===== src/rtl/sdram_arbiter.sv =====
// Two-port round-robin arbiter in front of a full-page-burst SDRAM controller.
// Commands are issued one at a time; data strobes route combinationally to the owning port.
module sdram_arbiter #(
    parameter int BURST_LEN     = 512,
    parameter int START_TIMEOUT = 4095
) (
    input  logic        clk,
    input  logic        rst_n,
    input  logic        p0_req,
    input  logic        p0_rw,
    input  logic [14:0] p0_addr,
    output logic        p0_gnt,
    input  logic [15:0] p0_wdata,
    output logic        p0_wdata_req,
    output logic [15:0] p0_rdata,
    output logic        p0_rdata_valid,
    output logic        p0_done,
    input  logic        p1_req,
    input  logic        p1_rw,
    input  logic [14:0] p1_addr,
    output logic        p1_gnt,
    input  logic [15:0] p1_wdata,
    output logic        p1_wdata_req,
    output logic [15:0] p1_rdata,
    output logic        p1_rdata_valid,
    output logic        p1_done,
    input  logic        c_ready,
    output logic        c_rw_en,
    output logic        c_rw,
    output logic [14:0] c_addr,
    output logic [15:0] c_wdata,
    input  logic        c_wdata_req,
    input  logic [15:0] c_rdata,
    input  logic        c_rdata_valid,
    output logic        err
);
    localparam int TW = $clog2(START_TIMEOUT + 1);

    typedef enum logic [2:0] {IDLE, ISSUE, WAIT_START, BURST, DRAIN} state_t;

    state_t        state_q, state_d;
    logic          owner_q, owner_d;
    logic          rw_q, rw_d;
    logic          last_q, last_d;
    logic          err_q, err_d;
    logic          tmo_hit_q, tmo_hit_d;
    logic [14:0]   addr_q, addr_d;
    logic [9:0]    beat_q, beat_d;
    logic [TW-1:0] tmo_q, tmo_d;
    logic          data_phase;
    logic          strobe;

    assign data_phase = (state_q == WAIT_START) || (state_q == BURST);
    // Only strobes matching the latched direction advance the burst.
    assign strobe     = rw_q ? c_rdata_valid : c_wdata_req;

    always_ff @(posedge clk or negedge rst_n) begin
        if (!rst_n) begin
            state_q   <= IDLE;
            owner_q   <= 1'b0;
            rw_q      <= 1'b0;
            last_q    <= 1'b1;
            err_q     <= 1'b0;
            tmo_hit_q <= 1'b0;
            addr_q    <= '0;
            beat_q    <= '0;
            tmo_q     <= '0;
        end else begin
            state_q   <= state_d;
            owner_q   <= owner_d;
            rw_q      <= rw_d;
            last_q    <= last_d;
            err_q     <= err_d;
            tmo_hit_q <= tmo_hit_d;
            addr_q    <= addr_d;
            beat_q    <= beat_d;
            tmo_q     <= tmo_d;
        end
    end

    always_comb begin
        state_d   = state_q;
        owner_d   = owner_q;
        rw_d      = rw_q;
        last_d    = last_q;
        err_d     = err_q;
        tmo_hit_d = tmo_hit_q;
        addr_d    = addr_q;
        beat_d    = beat_q;
        tmo_d     = tmo_q;
        c_rw_en   = 1'b0;
        p0_gnt    = 1'b0;
        p1_gnt    = 1'b0;
        p0_done   = 1'b0;
        p1_done   = 1'b0;
        case (state_q)
            IDLE: begin
                if (c_ready && (p0_req || p1_req)) begin
                    owner_d = (p0_req && p1_req) ? ~last_q : p1_req;
                    rw_d    = owner_d ? p1_rw : p0_rw;
                    addr_d  = owner_d ? p1_addr : p0_addr;
                    state_d = ISSUE;
                end
            end
            ISSUE: begin
                c_rw_en   = 1'b1;
                p0_gnt    = ~owner_q;
                p1_gnt    = owner_q;
                beat_d    = '0;
                tmo_d     = '0;
                tmo_hit_d = 1'b0;
                state_d   = WAIT_START;
            end
            WAIT_START: begin
                if (strobe) begin
                    beat_d  = 10'd1;
                    state_d = (BURST_LEN == 1) ? DRAIN : BURST;
                end else if (tmo_q == TW'(START_TIMEOUT - 1)) begin
                    err_d     = 1'b1;
                    tmo_hit_d = 1'b1;
                    state_d   = DRAIN;
                end else begin
                    tmo_d = tmo_q + 1'b1;
                end
            end
            BURST: begin
                if (strobe) begin
                    beat_d = beat_q + 10'd1;
                    if (beat_q == 10'(BURST_LEN - 1)) state_d = DRAIN;
                end
            end
            DRAIN: begin
                // A timed-out burst leaves the pointer alone so the same port retries.
                if (c_ready) begin
                    if (!tmo_hit_q) begin
                        p0_done = ~owner_q;
                        p1_done = owner_q;
                        last_d  = owner_q;
                    end
                    state_d = IDLE;
                end
            end
            default: state_d = IDLE;
        endcase
    end

    assign c_rw           = rw_q;
    assign c_addr         = addr_q;
    assign err            = err_q;
    assign c_wdata        = data_phase ? (owner_q ? p1_wdata : p0_wdata) : 16'h0000;
    assign p0_wdata_req   = c_wdata_req & ~rw_q & data_phase & ~owner_q;
    assign p1_wdata_req   = c_wdata_req & ~rw_q & data_phase & owner_q;
    assign p0_rdata_valid = c_rdata_valid & rw_q & data_phase & ~owner_q;
    assign p1_rdata_valid = c_rdata_valid & rw_q & data_phase & owner_q;
    assign p0_rdata       = c_rdata;
    assign p1_rdata       = c_rdata;
endmodule

===== config.mk =====
export PLATFORM = sky130hd
export DESIGN_NAME = sdram_arbiter
export DESIGN_NICKNAME = d
export VERILOG_FILES = /design/src/rtl/sdram_arbiter.sv
export SDC_FILE = /design/constraint.sdc
export NUM_CORES = 1
export LEC_CHECK = 0
export ABC_AREA = 0
export BUFFER_PORTS_ARGS = -buffer_cell sky130_fd_sc_hd__clkbuf_2
export CAP_MARGIN = 20
export CORE_ASPECT_RATIO = 0.6
export CORE_MARGIN = 10
export CORE_UTILIZATION = 49
export CTS_CLUSTER_DIAMETER = 200
export DETAILED_ROUTE_END_ITERATION = 8
export HOLD_SLACK_MARGIN = 0.1
export PLACE_DENSITY = 0.87
export SLEW_MARGIN = 20
export SYNTH_ARGS = -nofsm -noshare
export SYNTH_HDL_FRONTEND = slang
export SYNTH_SLANG_ARGS = --single-unit

===== constraint.sdc =====
create_clock -name clk -period 5.3 [get_ports clk]
set_input_delay 0.265 -clock clk [delete_from_list [all_inputs] [get_ports clk]]
set_output_delay 0.265 -clock clk [all_outputs]
set_load 0.05 [all_outputs]

---- Word level (Yosys, flattened, before mapping) ----
Index checks and enable logic that the tools add are counted.
word-level totals
  input bits .............................. 87
  memories kept ........................... 0
  RAM bits ................................ 0
  output and inout port bits .............. 74
  latch bits .............................. 0
  logic and storage cells ................. 84
  flip-flop bits (word level) ............. 45
  ROM bits ................................ 0
cells by class
  $mul .................................... 0
  muxes and demuxes ....................... 31
  add/sub/neg operators ................... 2
  bitwise logic cells ..................... 13
  $lt $le $gt $ge ......................... 0
  div/mod/pow operators ................... 0
  equal/unequal tests ..................... 15
  shift operators ......................... 0
  reductions and logical operators ........ 14
operators with widths
  operator                 number
  $mux W16                 2
  $pmux W10 S3             1
  $mux W12                 2
  $pmux W12 S2             1
  $mux W10                 2
  $mux W3                  6
  $mux W15                 1
  $pmux W3 S5              1
  $reduce_and A3 Y1        5
  $mux W1                  14
  $add A12 B1 Y12 const B  1
  $eq A12 B12 Y1 const B   1
  $ne A2 B2 Y1 const B     6
  $add A10 B1 Y10 const B  1
  $eq A10 B9 Y1 const B    1
  $and A1 B1 Y1            8
  $eq A3 B2 Y1 const B     2
  $not A1 Y1               5
  $reduce_and A5 Y1        1
  $ne A2 B1 Y1 const B     2
  $eq A3 B1 Y1 const B     1
  $eq A3 B3 Y1 const B     1
  $logic_not A3 Y1         1
  $ne A3 B2 Y1 const B     1
  6 further kinds          8

---- Longest topological paths before layout ----
  word-level depth ........................ 4
  mapped depth ............................ 7
  gate-level depth less buffers ........... 6

---- Worst setup path after synthesis ----
Ideal clock, no wire load.
  kind .................................... reg2out
  start point ............................. reg state_q[2]
  end point ............................... out p0_wdata_req
  arrival time ............................ 2.629 ns
  buffers on the path ..................... 2
  stages on the path, launching flop included .. 5
  required time ........................... 5.035 ns
  slack ................................... 2.406 ns
  path through ............................ dfrtp_1 > clkbuf_1 > nand2b_1 > clkbuf_1 > nor4b_1
on the way
  longest elaborated chain between the ends .. 4
  elaborated cells between the ends (all ways) .. 5
  those cells by class .................... eq/ne (2); bitwise (2); reduce/logical (1)
RTL lines
  element                         line  RTL
  start, declared                 41    state_t state_q, state_d;
  start signal, assigned          69    state_q <= state_d;
  $eq A3 B2 Y1                    53    assign data_phase = (state_q == WAIT_START) || (state_q == BURST);
  $logic_or A1 B1 Y1 (*)          53
  $and A1 B1 Y1 (*) (2 in a row)  151   assign p0_wdata_req = c_wdata_req & ~rw_q & data_phase & ~owner_q;
  end, declared                   14    output logic p0_wdata_req,
Mark *: on every way between the ends. The rest lies on a longest branch, timed or not.

---- Final worst setup path ----
Ends and elaborated chain as after synthesis.

==> flow_metrics.py <==
metrics = {
    "status": {
        "run_status": "finished, final reports clean",
    },
    "critical_path": {
        "timing.rr.end": "tmo_q[7]$_DFFE_PN0P_",
        "max_stage_delay_ns": 0.59,
        "worstSetupEndpointType": "primary output",
        "cpLargestDelayFamily": "simple AND/OR/NAND/NOR gates",
        "worst-r2r-cell-count": 4,
        "rr_startpoint": "state_q[2]$_DFFE_PN0P_",
        "timing.critical_path.fanout_max": 22,
        "crit_buf_inv": 1,
        "setup.worst_path.class": "reg2out",
        "timing.critical_path.slowest_stage_cell": "sky130_fd_sc_hd__nand2b_1",
        "cp_data_arrival_time_ns": 2.22,
        "path_cells": "nand2b_1 > nor4b_1 > clkbuf_2",
        "timing.reg2reg.setup_slack_ns": 3.09,
        "critPathRequiredTime_ns": 5.04,
        "kind_of_start_point_of_the_critical_path": "register",
    },
    "floorplan": {
        "core.rowCount": 21,
        "top_level_ports": 161,
        "start_util_pct": 51.4,
        "chipWidth_um": 120,
        "core_um2": 5680,
        "floorplan.die.height_um": 79.7,
        "die_area_um2": 9540,
    },
    "finish": {
        "finish.cell_count_without_fillers": 477,
        "layout_cells_sized_above_1_pct": 32.5,
        "finish.net_count": 486,
        "antenna_cells": 0,
        "syn_to_final_growth_pct": 16.6,
        "postLayoutCoreUtil_pct": 59.9,
        "fillers": 481,
    },
    "hold_path": {
        "min_path_cells": 3,
        "hp-start": "p0_addr[14]",
        "min_delay_worst_endpoint": "c_addr[14]$_DFFE_PN0P_",
        "hold_class": "in2reg",
    },
    "synthesis": {
        "postSynth.asyncResetShare_pct": 100,
        "synth_top_cell_by_area": "sky130_fd_sc_hd__dfrtp_1",
        "postSynth.topFlopCell": "sky130_fd_sc_hd__dfrtp_1",
        "cell_area_after_technology_mapping_um2": 2920,
        "edff_count_synth": 0,
        "portion_of_the_post_synthesis_area_used_by_sequential_elements_pct": 38.7,
        "synth.net_count": 413,
        "post_synth.cell_area_avg_um2": 9.03,
        "synthesis.instances": 323,
        "ys.warnings.count": 0,
        "ys_seq_elements": 45,
        "yosys.cell_types.count": 49,
        "synth_largest_type_area_fraction_pct": 37.8,
        "synth_top_area_cells": "sky130_fd_sc_hd__dfrtp_1 38%, sky130_fd_sc_hd__mux2i_1 12%, sky130_fd_sc_hd__buf_4 8.2%, sky130_fd_sc_hd__nor2_1 5.4%, sky130_fd_sc_hd__a21oi_1 4.3%",
    },
    "power_and_ir_drop": {
        "lkg_pwr_nw": 1.64,
        "power_per_cell_area_nw_per_um2": 557,
        "ir_drop_mv": 0.284,
    },
    "placement": {
        "gp_routability_congestion": 0.937,
        "io_buffers": 112,
        "dp_hpwl_um": 6660,
        "dp_cells": 468,
        "preCtsSetupSlack_ns": 3.12,
    },
    "cts": {
        "tritoncts_num_sinks": 45,
        "cts_hold_repair.buffers": 1,
        "cts_max_level": 2,
        "clkSlewWorstSetupHoldPaths_ns": 0.09,
        "cts_buffers": 5,
        "worst_skew_pair.late_latency_ns": 0.29,
        "ctsRootBufferMaster": "sky130_fd_sc_hd__clkbuf_8",
        "tritoncts": "built",
        "max-clock-path-buffers": 2,
        "cts.repair.resized": 0,
        "post-cts-setup-buffer-count": 0,
    },
    "global_route": {
        "grt.total_usage_pct": 16.0,
        "grt_max_degree": 46,
        "grt_antenna_before_repair": 0,
        "vias_in_the_first_global_route": 2502,
        "wire_length_of_the_first_global_routing_pass_um": 12700,
        "grt_overflow_total": 0,
    },
    "route": {
        "wl_per_cell_um": 17.6,
        "drt_first_iter_violations": 301,
        "routed_wl_um": 8410,
        "detail_route.vias_per_cell": 5.76,
        "first_pass_drt_iterations": 5,
        "route.detailed.drc": 0,
        "route.vias.total": 2747,
        "drt.antenna.violating_nets": 0,
    },
    "job": {
        "cap_viol_max_count": 0,
    },
    "sta": {
        "fin_crit_sh_pct": 46.9,
        "setup_viol_count_final": 0,
        "clock.fmax_mhz": 402,
        "hold-worst-slack_ns": 0.270,
        "timing.final.hold_violations": 0,
        "tightestPinTransition_ns": 0.928,
        "report.final.slew_viol_count": 0,
        "setup_ws_ns": 2.81,
        "grt_setup_unrepaired": "false",
        "post-route-min-period_ns": 2.49,
        "setup_total_negative_slack_ns": 0,
        "max_slew_margin_pct": 38.2,
        "clock_skew_ns": 0.00943,
    },
}
power by group:
part	internal [mW]	switching (mW)
sequential	0.443	0.133
combinational	0.303	0.811
clock	0.0916	0.113
total	0.837	1.06
placed cells by master (no fill, tap or decap), drive strengths merged, types with 2 or more instances in the layout:
cell and count:
a21o 2, a21oi 25, a31oi 7, and2 3, and3 2, and4 3, buf 2, clkbuf 118
clkinv 2, dfrtp 44, ha 3, inv 5, mux2i 35, nand2 10, nand2b 5, nand3 9
nand3b 2, nand4 8, nor2 43, nor3 5, nor3b 2, nor4 3, nor4b 2, o21ai 17
o2bb2ai 2, o31ai 12, o41ai 2, or3 4, or4 3
stage by stage:
step | area, um^2 | total power, mW
finish | 3400 | 1.89
global route | 3400 | 2.01
CTS | 3390 | 1.90
detailed placement | 3300 | 1.70
global placement | 3300 | 1.66
floorplan | 2920 | 1.48
layer usage:
layer | global-route usage [%] | share of wire (%) | vias up
li1 | - | - | 1291
met1 | 21.3 | 43 | 1286
met2 | 24.7 | 45 | 160
met3 | 5.86 | 11 | 10
met4 | 2.64 | 1.3 | 0
met5 | 0 | 0 | -
area by class of cell:
type                    instances  area [um^2]  area share (%)
well taps                      80          100            2.95
clock inverters                 2         10.0           0.295
repair buffers                115          586            17.2
multi-input cells             224         1480            43.7
flip-flops and latches         45         1130            33.2
inverters                       5         18.8           0.552
clock buffers                   6         72.6            2.14
synthesized netlist by cell type (2+ instances only):
cell                         n
sky130_fd_sc_hd__or4_1       3
sky130_fd_sc_hd__o21ai_0    17
sky130_fd_sc_hd__ha_1        3
sky130_fd_sc_hd__nand2_1    10
sky130_fd_sc_hd__nor3b_2     2
sky130_fd_sc_hd__inv_1       5
sky130_fd_sc_hd__a31oi_1     7
sky130_fd_sc_hd__buf_1       2
sky130_fd_sc_hd__and4_1      3
sky130_fd_sc_hd__and2_1      3
sky130_fd_sc_hd__o2bb2ai_1   2
sky130_fd_sc_hd__nand3b_1    2
sky130_fd_sc_hd__dfrtp_1    44
sky130_fd_sc_hd__nor4b_1     2
sky130_fd_sc_hd__nand4_1     8
sky130_fd_sc_hd__nor3_1      5
sky130_fd_sc_hd__nor2_1     42
sky130_fd_sc_hd__buf_4      32
sky130_fd_sc_hd__nor4_1      2
sky130_fd_sc_hd__buf_2       5
sky130_fd_sc_hd__mux2i_1    35
sky130_fd_sc_hd__a21o_1      2
sky130_fd_sc_hd__o31ai_1    12
sky130_fd_sc_hd__o41ai_1     2
sky130_fd_sc_hd__a21oi_1    25
sky130_fd_sc_hd__nand2b_1    5
sky130_fd_sc_hd__and3_1      2
sky130_fd_sc_hd__nand3_1     9
sky130_fd_sc_hd__clkbuf_1    9
sky130_fd_sc_hd__or3_1       4
how the worst max path moves through the flow:
| stage | to | startpoint | depth (start not counted) | slack [ns] |
|---|---|---|---|---|
| after floorplan | p0_wdata_req | state_q[2]$_DFFE_PN0P_ | 4 | 2.41 |
| after global placement | p1_wdata_req | state_q[2]$_DFFE_PN0P_ | 3 | 3.23 |
| after detailed placement | tmo_q[7]$_DFFE_PN0P_ | state_q[2]$_DFFE_PN0P_ | 4 | 3.12 |
| after CTS | p0_wdata_req | state_q[2]$_DFFE_PN0P_ | 3 | 2.82 |
| after global routing | p1_wdata_req | state_q[2]$_DFFE_PN0P_ | 3 | 2.62 |
| final | p0_wdata_req | state_q[2]$_DFFE_PN0P_ | 3 | 2.81 |
state kept, by name, indices dropped and copies added (netlist names):
signal     cells
c_addr        15
tmo_q         12
beat_q        10
state_q        3
c_rw           1
err            1
last_q         1
owner_q        1
tmo_hit_q      1
kinds of logic (layout without fill, tap and decap cells):
kind of cell / after synthesis / count (layout) / synth area share (%)
XOR/XNOR: 1 / 1 / 0.300
multiplexers: 36 / 36 / 12.4
AO/OA/AOI/OAI: 75 / 75 / 15.8
flip-flops: 45 / 45 / 38.7
AND/OR/NAND/NOR: 109 / 109 / 20.2
buffers and inverters: 54 / 128 / 11.3
adder cells (fa/ha/maj): 3 / 3 / 1.29
worst min-delay path: cells and delay by family:
kind / cells / cell delay (ns)
buffers and inverters: 1 / 0.07
muxes: 1 / 0.05
AOI/OAI and AO/OA: 1 / 0.13
(Power assumes the default switching activity.)
